==> src/rtl/alu_pkg.sv <==
`default_nettype none
// ============================================================================
// Module      : alu_pkg
// Description : Shared constants for the EX-stage ALU control unit: ALU
//               control codes, ALUOp codes, R-type funct codes, the multiply
//               sequencer state encoding and the ALUOp/funct decode function.
// Revision    : 1.0  initial release
// ============================================================================
package alu_pkg;

   // ALU control codes
   localparam logic [3:0] c_alu_and = 4'b0000;
   localparam logic [3:0] c_alu_or  = 4'b0001;
   localparam logic [3:0] c_alu_add = 4'b0010;
   localparam logic [3:0] c_alu_sub = 4'b0110;
   localparam logic [3:0] c_alu_slt = 4'b0111;
   localparam logic [3:0] c_alu_nor = 4'b1100;

   // ALUOp codes from the main control unit
   localparam logic [1:0] c_aluop_add   = 2'b00;
   localparam logic [1:0] c_aluop_sub   = 2'b01;
   localparam logic [1:0] c_aluop_funct = 2'b10;
   localparam logic [1:0] c_aluop_or    = 2'b11;

   // R-type funct codes
   localparam logic [5:0] c_fn_add   = 6'b100000;
   localparam logic [5:0] c_fn_sub   = 6'b100010;
   localparam logic [5:0] c_fn_and   = 6'b100100;
   localparam logic [5:0] c_fn_or    = 6'b100101;
   localparam logic [5:0] c_fn_nor   = 6'b100111;
   localparam logic [5:0] c_fn_slt   = 6'b101010;
   localparam logic [5:0] c_fn_mult  = 6'b011000;
   localparam logic [5:0] c_fn_multu = 6'b011001;
   localparam logic [5:0] c_fn_mfhi  = 6'b010000;
   localparam logic [5:0] c_fn_mflo  = 6'b010010;

   // Multiply sequencer states
   typedef enum logic [1:0] {
      ST_IDLE = 2'd0,
      ST_MUL  = 2'd1,
      ST_DONE = 2'd2
   } state_t;

   // ALUOp/funct to ALU control code. Multiply and HI/LO moves fall into the
   // default (AND) because the ALU result is not used for them.
   function automatic logic [3:0] alu_decode(input logic [1:0] op,
                                             input logic [5:0] fn);
      logic [3:0] code;
      code = c_alu_and;
      case (op)
         c_aluop_add: code = c_alu_add;
         c_aluop_sub: code = c_alu_sub;
         c_aluop_or:  code = c_alu_or;
         default: begin
            case (fn)
               c_fn_add: code = c_alu_add;
               c_fn_sub: code = c_alu_sub;
               c_fn_and: code = c_alu_and;
               c_fn_or:  code = c_alu_or;
               c_fn_nor: code = c_alu_nor;
               c_fn_slt: code = c_alu_slt;
               default:  code = c_alu_and;
            endcase
         end
      endcase
      return code;
   endfunction

endpackage
`default_nettype wire

==> src/rtl/mult_seq.sv <==
`default_nettype none
// ============================================================================
// Module      : mult_seq
// Description : Iterative shift-add multiplier, one multiplier bit per clock.
//               Signed operands are reduced to magnitudes on start and the
//               product sign is restored on the final cycle.
// Ports       : clk, rst        clock, synchronous active-high reset
//               start           load operands and begin (ignored while busy)
//               is_signed       treat a/b as two's complement
//               a, b            WIDTH-bit operands
//               busy            iteration in progress
//               done            final iteration cycle; product valid now
//               product         2*WIDTH-bit signed/unsigned result
// Revision    : 1.0  initial release
// ============================================================================
module mult_seq #(
   parameter int WIDTH = 32,
   parameter int CNT_W = 5
) (
   input  logic                 clk,
   input  logic                 rst,
   input  logic                 start,
   input  logic                 is_signed,
   input  logic [WIDTH-1:0]     a,
   input  logic [WIDTH-1:0]     b,
   output logic                 busy,
   output logic                 done,
   output logic [2*WIDTH-1:0]   product
);

   logic                 r_busy;
   logic                 r_neg;
   logic [CNT_W-1:0]     r_cnt;
   logic [WIDTH-1:0]     r_mcand;
   logic [WIDTH-1:0]     r_mplier;
   logic [2*WIDTH-1:0]   r_acc;

   logic [WIDTH-1:0]     w_a_mag;
   logic [WIDTH-1:0]     w_b_mag;
   logic [WIDTH:0]       w_sum;
   logic [2*WIDTH-1:0]   w_acc_next;
   logic                 w_acc_lsb_unused;

   // Magnitudes are unsigned WIDTH-bit values, so the most negative operand
   // maps to itself and still multiplies correctly.
   assign w_a_mag = (is_signed && a[WIDTH-1]) ? (~a + WIDTH'(1)) : a;
   assign w_b_mag = (is_signed && b[WIDTH-1]) ? (~b + WIDTH'(1)) : b;

   // Upper half plus optional multiplicand; the extra sum bit carries into
   // the shifted accumulator.
   assign w_sum      = {1'b0, r_acc[2*WIDTH-1:WIDTH]} +
                       {1'b0, (r_mplier[0] ? r_mcand : {WIDTH{1'b0}})};
   assign w_acc_next = {w_sum, r_acc[WIDTH-1:1]};
   assign w_acc_lsb_unused = r_acc[0];

   assign busy    = r_busy;
   assign done    = r_busy && (r_cnt == CNT_W'(WIDTH-1));
   // Product is taken from the last iteration's next value so the caller can
   // capture it on the same edge that ends the multiply.
   assign product = r_neg ? (~w_acc_next + (2*WIDTH)'(1)) : w_acc_next;

   always_ff @(posedge clk) begin
      if (rst) begin
         r_busy   <= 1'b0;
         r_neg    <= 1'b0;
         r_cnt    <= '0;
         r_mcand  <= '0;
         r_mplier <= '0;
         r_acc    <= '0;
      end else if (start && !r_busy) begin
         r_busy   <= 1'b1;
         r_neg    <= is_signed && (a[WIDTH-1] ^ b[WIDTH-1]);
         r_cnt    <= '0;
         r_mcand  <= w_a_mag;
         r_mplier <= w_b_mag;
         r_acc    <= '0;
      end else if (r_busy) begin
         r_acc    <= w_acc_next;
         r_mplier <= r_mplier >> 1;
         r_cnt    <= r_cnt + CNT_W'(1);
         if (done) begin
            r_busy <= 1'b0;
         end
      end
   end

endmodule
`default_nettype wire

==> src/rtl/alu_ctrl_seq.sv <==
`default_nettype none
// ============================================================================
// Module      : alu_ctrl_seq
// Description : EX-stage ALU control producer. Decodes ALUOp/funct into the
//               4-bit ALU control code and, when ALU_CTRL_MULT_EN is defined,
//               implements mult/multu/mfhi/mflo with HI/LO registers and an
//               iterative multiplier that stalls the pipeline while running.
// Build macro : ALU_CTRL_MULT_EN  (undefined: no multiplier, stall/hi/lo = 0)
// Ports       : clk, rst         clock, synchronous active-high reset
//               valid            EX instruction valid
//               alu_op, funct    control inputs for decode
//               rs_val, rt_val   multiply operands
//               alu_control      ALU control code
//               stall            hold PC, IF/ID and EX instruction
//               hilo_rd          mfhi/mflo in EX
//               hilo_rdata       HI (mfhi) or LO (mflo)
//               hi, lo           HI/LO registers
// Revision    : 1.0  initial release
// ============================================================================
module alu_ctrl_seq
   import alu_pkg::*;
#(
   parameter int WIDTH = 32,
   parameter int CNT_W = 5
) (
   input  logic               clk,
   input  logic               rst,
   input  logic               valid,
   input  logic [1:0]         alu_op,
   input  logic [5:0]         funct,
   input  logic [WIDTH-1:0]   rs_val,
   input  logic [WIDTH-1:0]   rt_val,
   output logic [3:0]         alu_control,
   output logic               stall,
   output logic               hilo_rd,
   output logic [WIDTH-1:0]   hilo_rdata,
   output logic [WIDTH-1:0]   hi,
   output logic [WIDTH-1:0]   lo
);

   logic w_rtype;

   assign alu_control = alu_decode(alu_op, funct);
   assign w_rtype     = valid && (alu_op == c_aluop_funct);
   assign hilo_rd     = w_rtype && ((funct == c_fn_mfhi) || (funct == c_fn_mflo));

`ifdef ALU_CTRL_MULT_EN

   state_t               r_state;
   state_t               w_state_next;
   logic                 w_is_mul;
   logic                 w_start;
   logic                 w_stall;
   logic                 w_busy;
   logic                 w_done;
   logic [2*WIDTH-1:0]   w_product;
   logic [WIDTH-1:0]     r_hi;
   logic [WIDTH-1:0]     r_lo;

   assign w_is_mul = w_rtype && ((funct == c_fn_mult) || (funct == c_fn_multu));

   mult_seq #(
      .WIDTH (WIDTH),
      .CNT_W (CNT_W)
   ) u_mult_seq (
      .clk       (clk),
      .rst       (rst),
      .start     (w_start),
      .is_signed (funct == c_fn_mult),
      .a         (rs_val),
      .b         (rt_val),
      .busy      (w_busy),
      .done      (w_done),
      .product   (w_product)
   );

   always_ff @(posedge clk) begin
      if (rst) begin
         r_state <= ST_IDLE;
         r_hi    <= '0;
         r_lo    <= '0;
      end else begin
         r_state <= w_state_next;
         if ((r_state == ST_MUL) && w_done) begin
            {r_hi, r_lo} <= w_product;
         end
      end
   end

   always_comb begin
      w_state_next = r_state;
      w_start      = 1'b0;
      w_stall      = 1'b0;
      case (r_state)
         ST_IDLE: begin
            if (w_is_mul) begin
               w_start      = 1'b1;
               w_stall      = 1'b1;
               w_state_next = ST_MUL;
            end
         end
         ST_MUL: begin
            w_stall = 1'b1;
            if (w_done) begin
               w_state_next = ST_DONE;
            end else if (!w_busy) begin
               w_state_next = ST_IDLE;
            end
         end
         // The held multiply retires here; valid is deliberately ignored so
         // the same instruction does not restart the multiplier.
         ST_DONE: w_state_next = ST_IDLE;
         default: w_state_next = ST_IDLE;
      endcase
   end

   // Reset releases the pipeline in the same cycle it is asserted.
   assign stall      = w_stall && !rst;
   assign hi         = r_hi;
   assign lo         = r_lo;
   assign hilo_rdata = (funct == c_fn_mfhi) ? r_hi : r_lo;

`else

   logic w_mult_unused;

   assign w_mult_unused = &{1'b0, clk, rst, rs_val, rt_val};
   assign stall         = 1'b0;
   assign hi            = '0;
   assign lo            = '0;
   assign hilo_rdata    = '0;

`endif

endmodule
`default_nettype wire

==> config.mk <==
export PLATFORM = sky130hd
export DESIGN_NAME = alu_ctrl_seq
export DESIGN_NICKNAME = d
export VERILOG_FILES = /design/src/rtl/alu_pkg.sv /design/src/rtl/mult_seq.sv /design/src/rtl/alu_ctrl_seq.sv
export SDC_FILE = /design/constraint.sdc
export NUM_CORES = 1
export LEC_CHECK = 0
export CORE_UTILIZATION = 19
export DETAILED_ROUTE_END_ITERATION = 6
export PLACE_DENSITY = 0.83
export REMOVE_ABC_BUFFERS = 1
export SYNTH_ARGS = -nofsm -noshare
export SYNTH_HDL_FRONTEND = slang
export SYNTH_HIERARCHICAL = 1
export SYNTH_SLANG_ARGS = --single-unit
==> constraint.sdc <==
create_clock -name vclk -period 0.8
set_input_delay 0.08 -clock vclk [all_inputs]
set_output_delay 0.08 -clock vclk [all_outputs]
set_load 0.01 [all_outputs]
==> flow_summary.ini <==
[global_routing]
overflow = 0
grt_max_degree = 6
antenna_found_initial = 0
grt_first_pass_wirelength_um = 924
grt_pass1_vias = 240
track_usage_pct = 2.52

[sta]
holdWs_ps = 445
max_freq_mhz = 1160
slew_violations = 0
final.setup.tns_ps = -162
period_minus_slack_ps = 859
fin_ws_ps = -59.3
finalSetupViolCount = 5
fin_crit_sh_pct = 107
report.final.hold_viol_count = 0
rsz0062_at_grt = yes

[status]
status = finished, violations left
violations = negative setup slack

[detailed_routing]
dr.pass1.iters = 1
routedWlPerCell_um = 6.03
via_per_inst = 2.55
drt-initial-drc-count = 0
ant_nets = 0
routed_wl_mm = 1.10
vias = 464
drc = 0

[min_path]
min_path_type = primary input to output port
holdPathStages = 3
hold_path_end = alu_control[1]
worstHoldStart = funct[2]

[finish]
insertedDiodeCount = 0
area_growth_pct = -13.0
mostFrequentLayoutCells = 97 x conb_1, 7 x buf_2, 4 x buf_6, 4 x buf_4
nNetsFinal = 209
layout_commonest_cell = conb_1
design.seq.count = 0
nClkBuffers = 0
regArea_um2 = 0
drive_gt1_share_pct = 22.0

[floorplan]
ios = 177
initial_core_util_pct = 20.5
die-area_mm2 = 0.00474
core_area_mm2 = 0.00414
dieWidth_um = 68.9
row_count = 23
die_h_um = 68.9

[worst_setup_path]
arrival_ps = 780
path_class = primary input to output port
crit_fanout = 3
endpoint_kind = output port
cp-start-kind = primary input
required_ps = 720
setup.worst_path.start = funct[1]

[placed_design]
pre_cts_ws_ps = -1000
place.gp.congestion = 0.572
io_buffers = 14
hpwlAfterDp_um = 917

[logic_synthesis]
yosysSeqAreaShare_pct = 0
ys_warn_count = 6
syn_inst = 115
synth.avg_cell_area_um2 = 7.39
syn_area_um2 = 850
synth_cell_types = 15

[run]
timing.max_cap.violations = 0

[clock_network]
ctsHoldBuffers = 0

[pwr]
peakVddDrop_mv = 0.0687
p_per_area_mw_per_mm2 = 481
leakage_nw = 0.465
power.total_mw = 0.356
-- cell families after synthesis --
family	count (synthesis)	synth area share [%]
AOI/OAI and AO/OA	5	3.98
buffers and inverters	99	86.6
other	1	0.441
and+or+nand+nor	10	8.98
-- worst max-delay path: stages --
cell and delay, ps:
buf_8 100, buf_4 140, a311oi_2 250, nor2_1 70, buf_2 140
-- final cells by class --
cell class	count	area (um^2)
well taps	50	62.6
inverters	2	7.51
repair buffers	18	151
multi-input cells	112	518
fillers	479	3400
-- per-stage QoR --
stage / instances / cell area [um^2] / util, %
after global placement: 180 / 699 / 16.9
after global routing: 182 / 739 / 17.8
final: 182 / 739 / 17.8
after detailed placement: 180 / 699 / 16.9
after CTS: 181 / 729 / 17.6
after floorplan: 114 / 482 / -
-- metal layers --
| metal | track usage [%] | routed length, um | up-vias |
|---|---|---|---|
| met2 | 6.92 | 668 | 57 |
| met5 | 0 | 0 | - |
| met1 | 1.07 | 213 | 206 |
| li1 | - | - | 201 |
| met4 | 0 | 0 | 0 |
| met3 | 0.987 | 216 | 0 |
-- Yosys cell counts, drive strengths merged --
cell | instances | area share [%]
o22ai | 1 | 0.74
and4 | 1 | 1.0
nor4bb | 1 | 1.2
o41ai | 1 | 1.0
a311oi | 1 | 1.0
conb | 1 | 0.44
o21ai | 2 | 1.2
nand4 | 1 | 0.74
nor2 | 3 | 1.3
nor2b | 2 | 2.4
buf | 97 | 86
nand3b | 1 | 0.88
and4bb | 1 | 1.5
inv | 2 | 0.88
-- worst max path at each step --
stage / slack [ps] / to
2_1_floorplan: 4 / alu_control[1]
3_3_place_gp: -960 / alu_control[1]
3_5_place_dp: -1000 / alu_control[1]
4_1_cts: -140 / alu_control[1]
5_1_grt: -130 / alu_control[0]
6_report: -60 / alu_control[0]
-- where the power goes --
group          total (mW)  internal [mW]  switching, mW
registers               0              0              0
logic               0.356         0.0867          0.269
clock network           0              0              0
-- what timing repair did --
action / in CTS / in global routing
endpoints found under the hold margin: 0 / 0
setup buffers: 1 / 1
gates resized for setup: 78 / 1
endpoints found under the setup margin: 5 / 5
pin swaps: 8 / 3
Power figures use the tool's default switching activity.
==> RTL change, RTL diff (config.mk and constraints unchanged) <==
`WIDTH`: 32 -> 40.
--- a/src/rtl/alu_ctrl_seq.sv
+++ b/src/rtl/alu_ctrl_seq.sv
@@ -20,7 +20,7 @@
 module alu_ctrl_seq
    import alu_pkg::*;
 #(
-   parameter int WIDTH = 32,
+   parameter int WIDTH = 40,
    parameter int CNT_W = 5
 ) (
    input  logic               clk,
Interface: changed (5 resized); port bits go from 177 to 217. No check against the original RTL was run, so the function may have changed too.
==> RTL change against the original RTL <==
- the run still ends with negative setup slack left
- wire length increased by 21%
- total power increased by 12%
- critical path depth unchanged
- design area increased by 14%
- worst setup slack got worse by 0.044 ns
- via count increased by 12%
- area after synthesis increased by 21%
- largest power group unchanged
==> RTL change: results <==
metrics = {
    "outcome": {
        "status": "complete, but fails checks",
        "violations": "negative setup slack",
    },
    "logic_synthesis": {
        "ys_top_cells_by_area": "buf_4 (88%), nor2b_4 (1.3%), and4bb_2 (1.2%)",
        "synth.top_cells.by_count": "buf_4 (121), nor2_1 (3), inv_1 (2), o21ai_0 (2)",
        "synth_compound_area_frac": 0.0328,
        "synthAdderAreaFrac": 0,
        "synth_cells": 139,
        "ys_seq_area_frac": 0,
    },
    "place": {
        "hpwl_um": 1240,
        "dpl.cell_count": 222,
        "place_ws_ns": -0.966,
        "dpl-instance-area_um2": 800,
        "gp_congestion": 0.600,
    },
    "detailed_routing": {
        "dr.first_iter.drc_count": 5,
        "drt_pass1_iterations": 4,
        "vias": 521,
        "wl_per_cell_um": 5.94,
        "drt-total-wl_um": 1330,
    },
    "global_route": {
        "grt_pass1_wl_um": 1430,
        "track_usage": 0.0336,
        "grt_pass1_vias": 263,
        "antenna_found_initial": 0,
    },
    "final_layout": {
        "diodes": 0,
        "fin_nets": 246,
        "drive_gt1_frac": 0.157,
        "design.seq.count": 0,
    },
    "timing": {
        "setup_viol": 5,
        "setup_slack_ns": -0.104,
        "totalNegativeSetupSlack_ns": -0.345,
        "maxSlewViolCount": 0,
        "holdWs_ns": 0.458,
    },
    "pwr": {
        "p_comb_mw": 0.400,
        "vdd_drop_max_v": 0.0000915,
        "leakage_nw": 0.539,
        "power_switching_mw": 0.321,
    },
    "worst_setup_path": {
        "cp.arrival_ns": 0.82,
        "crit_fanout": 3,
    },
    "worst_hold_path": {
        "hold_path_class": "primary input to primary output",
        "worstHoldStart": "funct[0]",
    },
    "clock_tree": {
        "cts_setup_buffers": 0,
        "cts_resized": 69,
    },
}
## RTL change: routing by layer
metal	global-route usage	vias up	share of wire
li1	-	220	-
met1	0.0331	224	0.28
met2	0.0694	77	0.54
met3	0.0132	0	0.18
met4	0	0	0
met5	0	-	0
## RTL change: layout make-up
cell class	instances	area, um2
fillers	586	4330
inverters	2	7.51
multi-input cells	136	614
well taps	70	87.6
repair buffers	15	136
## RTL change: worst max-delay path: stages
cell     delay [ns]
buf_6          0.10
nor2b_4        0.12
o21ai_2        0.07
o41ai_2        0.27
buf_2          0.18
## RTL change: how the worst max path moves through the flow
stage	startpoint	endpoint	slack [ns]	cells past startpoint
6_report	funct[4]	alu_control[1]	-0.10	5
5_1_grt	funct[4]	alu_control[1]	-0.15	5
4_1_cts	funct[4]	alu_control[1]	-0.12	5
3_5_place_dp	funct[5]	alu_control[1]	-0.97	5
3_3_place_gp	funct[3]	hilo_rd	-0.96	4
2_1_floorplan	funct[5]	alu_control[1]	0.004	3
